<file path="src/rtl/controle_multiciclo_nrisc_pkg.sv">
// Shared nRISC control definitions: states, opcodes, ULA/pc_src/error codes.
package controle_multiciclo_nrisc_pkg;

    typedef enum logic [2:0] {
        ST_IDLE   = 3'd0,
        ST_FETCH  = 3'd1,
        ST_DECODE = 3'd2,
        ST_EXEC   = 3'd3,
        ST_MEM    = 3'd4,
        ST_WB     = 3'd5,
        ST_HALT   = 3'd6,
        ST_ERROR  = 3'd7
    } state_t;

    localparam logic [2:0] OP_LOAD    = 3'b000;
    localparam logic [2:0] OP_STORE   = 3'b001;
    localparam logic [2:0] OP_ADDI    = 3'b010;
    localparam logic [2:0] OP_ALUR    = 3'b011;
    localparam logic [2:0] OP_ILLEGAL = 3'b100;
    localparam logic [2:0] OP_BEQ     = 3'b101;
    localparam logic [2:0] OP_JUMP    = 3'b110;
    localparam logic [2:0] OP_HALT    = 3'b111;

    localparam logic [2:0] ULA_ADD = 3'b000;
    localparam logic [2:0] ULA_SUB = 3'b001;

    localparam logic [1:0] PC_INC = 2'b00;
    localparam logic [1:0] PC_IMM = 2'b01;

    localparam logic [1:0] ERR_NONE    = 2'b00;
    localparam logic [1:0] ERR_ILLEGAL = 2'b01;
    localparam logic [1:0] ERR_TIMEOUT = 2'b10;

    // ULA operation selected by the latched instruction
    function automatic logic [2:0] ula_op_for(input logic [2:0] op, input logic [1:0] fn);
        case (op)
            OP_ALUR: ula_op_for = {1'b0, fn};
            OP_BEQ:  ula_op_for = ULA_SUB;
            default: ula_op_for = ULA_ADD;
        endcase
    endfunction

    // Instructions whose second ULA operand is the immediate
    function automatic logic uses_imm(input logic [2:0] op);
        uses_imm = (op == OP_LOAD) || (op == OP_STORE) || (op == OP_ADDI);
    endfunction

endpackage

</file>
<file path="src/rtl/controle_multiciclo_nrisc_contador_espera.sv">
// MEM-stage wait counter: counts cycles without mem_ready, flags the timeout limit.
module contador_espera #(
    parameter int unsigned LIMIT = 15,
    parameter int unsigned W     = $clog2(LIMIT + 1)
) (
    input  logic clock,
    input  logic reset,
    input  logic clear,
    input  logic enable,
    output logic terminal_c
);

    logic [W-1:0] count;

    assign terminal_c = (count == W'(LIMIT));

    // Clear on MEM entry, advance while memory is not ready, saturate at the limit
    always_ff @(posedge clock or posedge reset) begin
        if (reset) begin
            count <= '0;
        end else if (clear) begin
            count <= '0;
        end else if (enable && !terminal_c) begin
            count <= count + W'(1);
        end
    end

endmodule

</file>
<file path="src/rtl/controle_multiciclo_nrisc.sv">
// Multi-cycle nRISC sequencer: FETCH/DECODE/EXEC/MEM/WB with run/step, mem timeout, halt/illegal.
module controle_multiciclo_nrisc
    import controle_multiciclo_nrisc_pkg::*;
#(
    parameter int unsigned MEM_TIMEOUT = 15,
    parameter int unsigned CNT_W       = 8
) (
    input  logic             clock,
    input  logic             reset,
    input  logic             start,
    input  logic             step_mode,
    input  logic [2:0]       opcode,
    input  logic [1:0]       funct,
    input  logic             zero,
    input  logic             mem_ready,
    output logic             ir_write,
    output logic             pcwrite,
    output logic [1:0]       pc_src,
    output logic             ulasrc,
    output logic [2:0]       ulaop,
    output logic             mem_req,
    output logic             memwrite,
    output logic             regsrc,
    output logic             regwrite,
    output logic             busy,
    output logic             halted,
    output logic             error,
    output logic [1:0]       error_code,
    output logic [CNT_W-1:0] instr_count
);

    localparam int unsigned WAIT_W = $clog2(MEM_TIMEOUT + 1);

    state_t     state, state_d;
    logic [2:0] op_q;
    logic [1:0] funct_q;
    logic [1:0] error_code_d;
    logic       retire;
    logic       wait_clear;
    logic       wait_en;
    logic       wait_done_c;

    contador_espera #(
        .LIMIT (MEM_TIMEOUT),
        .W     (WAIT_W)
    ) u_espera (
        .clock      (clock),
        .reset      (reset),
        .clear      (wait_clear),
        .enable     (wait_en),
        .terminal_c (wait_done_c)
    );

    assign busy   = (state != ST_IDLE) && (state != ST_HALT) && (state != ST_ERROR);
    assign halted = (state == ST_HALT);
    assign error  = (state == ST_ERROR);

    // State, latched instruction fields, error code and retired-instruction count
    always_ff @(posedge clock or posedge reset) begin
        if (reset) begin
            state       <= ST_IDLE;
            op_q        <= OP_LOAD;
            funct_q     <= 2'b00;
            error_code  <= ERR_NONE;
            instr_count <= '0;
        end else begin
            state      <= state_d;
            error_code <= error_code_d;
            if (ir_write) begin
                op_q    <= opcode;
                funct_q <= funct;
            end
            if (retire) begin
                instr_count <= instr_count + CNT_W'(1);
            end
        end
    end

    // Next-state and datapath enables from state and latched opcode (zero only for BEQ in EXEC)
    always_comb begin
        state_d      = state;
        error_code_d = error_code;
        retire       = 1'b0;
        wait_clear   = 1'b0;
        wait_en      = 1'b0;
        ir_write     = 1'b0;
        pcwrite      = 1'b0;
        pc_src       = PC_INC;
        ulasrc       = 1'b0;
        ulaop        = ULA_ADD;
        mem_req      = 1'b0;
        memwrite     = 1'b0;
        regsrc       = 1'b0;
        regwrite     = 1'b0;
        case (state)
            ST_IDLE: begin
                if (start) state_d = ST_FETCH;
            end
            ST_FETCH: begin
                ir_write = 1'b1;
                state_d  = ST_DECODE;
            end
            ST_DECODE: begin
                case (op_q)
                    OP_HALT:    state_d = ST_HALT;
                    OP_ILLEGAL: begin
                        state_d      = ST_ERROR;
                        error_code_d = ERR_ILLEGAL;
                    end
                    default:    state_d = ST_EXEC;
                endcase
            end
            ST_EXEC: begin
                ulasrc = uses_imm(op_q);
                ulaop  = ula_op_for(op_q, funct_q);
                case (op_q)
                    OP_ADDI, OP_ALUR: state_d = ST_WB;
                    OP_LOAD, OP_STORE: begin
                        state_d    = ST_MEM;
                        wait_clear = 1'b1;
                    end
                    OP_BEQ: begin
                        pcwrite = 1'b1;
                        pc_src  = zero ? PC_IMM : PC_INC;
                        retire  = 1'b1;
                    end
                    OP_JUMP: begin
                        pcwrite = 1'b1;
                        pc_src  = PC_IMM;
                        retire  = 1'b1;
                    end
                    default: begin
                        state_d      = ST_ERROR;
                        error_code_d = ERR_ILLEGAL;
                    end
                endcase
            end
            ST_MEM: begin
                ulasrc   = uses_imm(op_q);
                ulaop    = ula_op_for(op_q, funct_q);
                mem_req  = 1'b1;
                memwrite = (op_q == OP_STORE);
                if (mem_ready) begin
                    if (op_q == OP_STORE) begin
                        pcwrite = 1'b1;
                        retire  = 1'b1;
                    end else begin
                        state_d = ST_WB;
                    end
                end else if (wait_done_c) begin
                    state_d      = ST_ERROR;
                    error_code_d = ERR_TIMEOUT;
                end else begin
                    wait_en = 1'b1;
                end
            end
            ST_WB: begin
                ulasrc   = uses_imm(op_q);
                ulaop    = ula_op_for(op_q, funct_q);
                regwrite = 1'b1;
                regsrc   = (op_q == OP_LOAD);
                pcwrite  = 1'b1;
                retire   = 1'b1;
            end
            default: ;
        endcase
        if (retire) state_d = step_mode ? ST_IDLE : ST_FETCH;
    end

endmodule

</file>
<file path="config.mk">
export PLATFORM = sky130hd
export DESIGN_NAME = controle_multiciclo_nrisc
export DESIGN_NICKNAME = d
export VERILOG_FILES = /design/src/rtl/controle_multiciclo_nrisc_pkg.sv /design/src/rtl/controle_multiciclo_nrisc_contador_espera.sv /design/src/rtl/controle_multiciclo_nrisc.sv
export SDC_FILE = /design/constraint.sdc
export NUM_CORES = 1
export LEC_CHECK = 0
export ABC_CLOCK_PERIOD_IN_PS = 1600
export BUFFER_PORTS_ARGS = -buffer_cell sky130_fd_sc_hd__buf_2
export CAP_MARGIN = 5
export CORE_ASPECT_RATIO = 2
export CORE_MARGIN = 8
export CORE_UTILIZATION = 49
export CTS_BUF_LIST = sky130_fd_sc_hd__clkbuf_4
export DETAILED_ROUTE_END_ITERATION = 10
export PLACE_DENSITY = 0.78
export SLEW_MARGIN = 20
export SYNTH_ARGS = -nofsm -noshare
export SYNTH_HDL_FRONTEND = slang
export SYNTH_SLANG_ARGS = --single-unit
</file>
<file path="constraint.sdc">
create_clock -name clock -period 1.6 [get_ports clock]
set_clock_uncertainty 0.05 [all_clocks]
set_input_delay 0.32 -clock clock [delete_from_list [all_inputs] [get_ports clock]]
set_output_delay 0.32 -clock clock [all_outputs]
set_load 0.01 [all_outputs]
</file>
==> impl_metrics.ini <==
[timing]
hold_viol_final = 0
layout_setup_ws_ns = -0.327
min_period_over_period = 1.20
setup_tns_ns = -5.74
finalSetupViolations = 29
period_minus_slack_ns = 1.93
fmax_mhz = 519
drv_slew = 0
grt_setup_unrepaired = yes

[finish]
drive_gt1_frac = 0.594
antenna_cells = 0
nNetsFinal = 221
area_growth_pct = 58.8

[power_and_ir_drop]
p_sw_frac = 0.438
p_switching_mw = 1.92
leakage_nw = 0.981
power_frac_comb = 0.687
vdd_drop_max_uv = 1470
powerDensity_nw_per_um2 = 2070
intPower_mw = 2.47
seq_power_share = 0.255
clkPwrFrac = 0.058

[grt]
grt_max_degree = 15
antenna_found_initial = 0
grt-ovfl-total = 0
grt_use_total = 0.178
grt_first_pass_wirelength_um = 6670
grt_pass1_vias = 1430

[logic_synthesis]
netlist_top_cells_area = dfrtp_1, xor2_1, a21oi_1
ys_seq_area_frac = 0.412
ys_types = 47
synth.avg_cell_area_um2 = 10.0
synth_area_um2 = 1340
ys.flop_type = dfrtp_1
syn_inst = 133
synthArstFlopShare = 1.00
synth-seq-cells = 22
synth_edf_count = 0
yosysWarningCount = 0
synth_top_area_frac = 0.412
netlist.top_cell.by_area = dfrtp_1

[clock_tree]
clk_latency_ns = 0.30
clkTransAtPathRegs_ns = 0.12
root_buffer = clkbuf_4
clock_path_buffers = 2
cts_made_buffers = 3
cts_sinks = 22
ctsHtreeMaxLevel = 1
cts_tree = yes

[setup_path]
cp.arrival_ns = 1.56
crit_fanout = 5
cp_data_required_time_ns = 1.23
crit_path_start_kind = flip-flop
worst-setup-path-type = flip-flop to output pin
r2r_cells = 8
worstSetupEndpointType = output pin

[run]
cap_violations = 0

[die]
die_x_um = 52.9
dieArea_um2 = 4750
row_count = 27
start_util = 0.500
core_area_um2 = 2670
die_y_um = 89.8
io_pins = 36

[status]
status = complete, but fails checks
violations = negative setup slack

[place]
pre_cts_ws_ns = -0.0999
port-buffer-count = 33
routabilityCongestion = 0.816
dp_hpwl_um = 2540

[detailed_routing]
dr_wl_met2_um = 2520
top_layer = met4
antenna_left = 0
drtPass1Iterations = 5
post-route-drc-count = 0
dr_wl_met3_um = 202
wl_met1_um = 1730
drtIter0Drc = 43
post_drt_wl_per_cell_um = 19.7
vias = 1392
vias_per_cell = 5.90
wirelength_um = 4650

[hold_path]
holdCritPathClass = primary input to flip-flop
min_path_cells = 2
-- power groups by stage --
| stage | registers (mW) | logic, mW | clock network [mW] |
|---|---|---|---|
| after global placement | 1.03 | 2.03 | 0 |
| after global routing | 1.14 | 3.21 | 0.293 |
| after floorplan | 1.05 | 1.24 | 0 |
| final | 1.12 | 3.02 | 0.256 |
| after detailed placement | 1.05 | 2.07 | 0 |
| after CTS | 1.05 | 2.55 | 0.264 |
-- synth_stat cells (2+ instances only) --
master     n
o21bai_1   3
ha_1       2
and3_1     2
buf_4      2
inv_1      3
xor2_1     9
nor3b_1    2
o21ai_0    4
nor2b_1    3
buf_2      2
or3_1      2
dfrtp_1   22
and3b_1    3
mux2_2     4
a21oi_1   13
or2_2      2
nand3_1   10
a41oi_1    2
clkbuf_1   5
nand2_1    7
nor2_1     4
nor3_1     2
-- cell type report --
class	instances	area, µm²
flip-flops and latches	22	556
inverters	3	11.3
well taps	29	36.3
fillers	157	549
clock buffers	3	22.5
repair buffers	79	607
multi-input cells	99	883
clock inverters	1	3.75
-- placed cells by master (no fill, tap or decap), drive strengths merged, types with 2 or more instances in the layout --
master	instances
nand4	2
buf	78
or2	2
ha	2
clkbuf	3
dfrtp	22
nand3	10
mux2	5
nor3b	2
a211oi	2
nor2b	3
conb	2
nand2	9
xor2	9
and3	2
a21oi	13
o21ai	4
a41oi	3
inv	3
nor2	4
and3b	3
o21bai	3
nor3	2
or3	2
-- through the flow --
step	hold WS, ns	std cells	power, mW	utilization	cell area [µm²]
final	0.184	236	4.39	0.794	2120
after floorplan	0.259	134	2.28	-	1350
after detailed placement	0.263	213	3.12	0.640	1710
after global routing	0.172	236	4.64	0.794	2120
after global placement	0.263	213	3.06	0.640	1710
after CTS	0.155	229	3.86	0.728	1940
-- logic make-up after synthesis --
kind of cell             after synthesis  share of synthesized area
other                                  1                    0.00281
flip-flops                            22                      0.412
multiplexers                           5                     0.0450
AO/OA/AOI/OAI                         32                      0.171
adder cells (fa/ha/maj)                2                     0.0187
AND/OR/NAND/NOR                       49                      0.242
buffers and inverters                 13                     0.0497
XOR/XNOR                               9                     0.0590
-- per-layer routing --
| layer | global-route usage | vias to the layer above |
|---|---|---|
| met2 | 0.301 | 61 |
| met4 | 0.0674 | 0 |
| met3 | 0.0330 | 20 |
| met1 | 0.205 | 689 |
| met5 | 0 | - |
| li1 | - | 622 |
-- worst max-delay path, stage by stage, from the launching register on --
cell	delay, ns
dfrtp_2	0.49
and2b_4	0.33
buf_6	0.12
nand3_2	0.06
a21oi_1	0.11
buf_2	0.14
-- final timing paths --
| kind | slack, ns | start | end |
|---|---|---|---|
| setup / recovery | -0.33 | state[2] | pc_src[0] |
| hold / removal | 0.18 | funct[1] | funct_q[1] |
| setup reg to reg | -0.28 | state[2] | state[0] |
| hold reg to reg | 0.42 | instr_count[7] | instr_count[7] |
| max in group asynchronous | 0.60 | reset | state[1] |
| min in group asynchronous | 0.48 | reset | instr_count[6] |
-- repair_timing --
| item | in CTS | in global routing |
|---|---|---|
| setup endpoints to repair | 19 | 34 |
| hold buffers | 1 | 0 |
| resized for setup | 26 | 31 |
| pin swaps | 13 | 7 |
| endpoints found under the hold margin | 8 | 0 |
| setup buffers | 11 | 8 |
-- flip-flops by register name (all words and copies together), names as in the netlist --
| signal | count |
|---|---|
| u_espera.count | 4 |
| error_code | 2 |
| op_q | 3 |
| state | 3 |
| funct_q | 2 |
| instr_count | 8 |
Note: power is estimated with default switching activity, not from simulation.
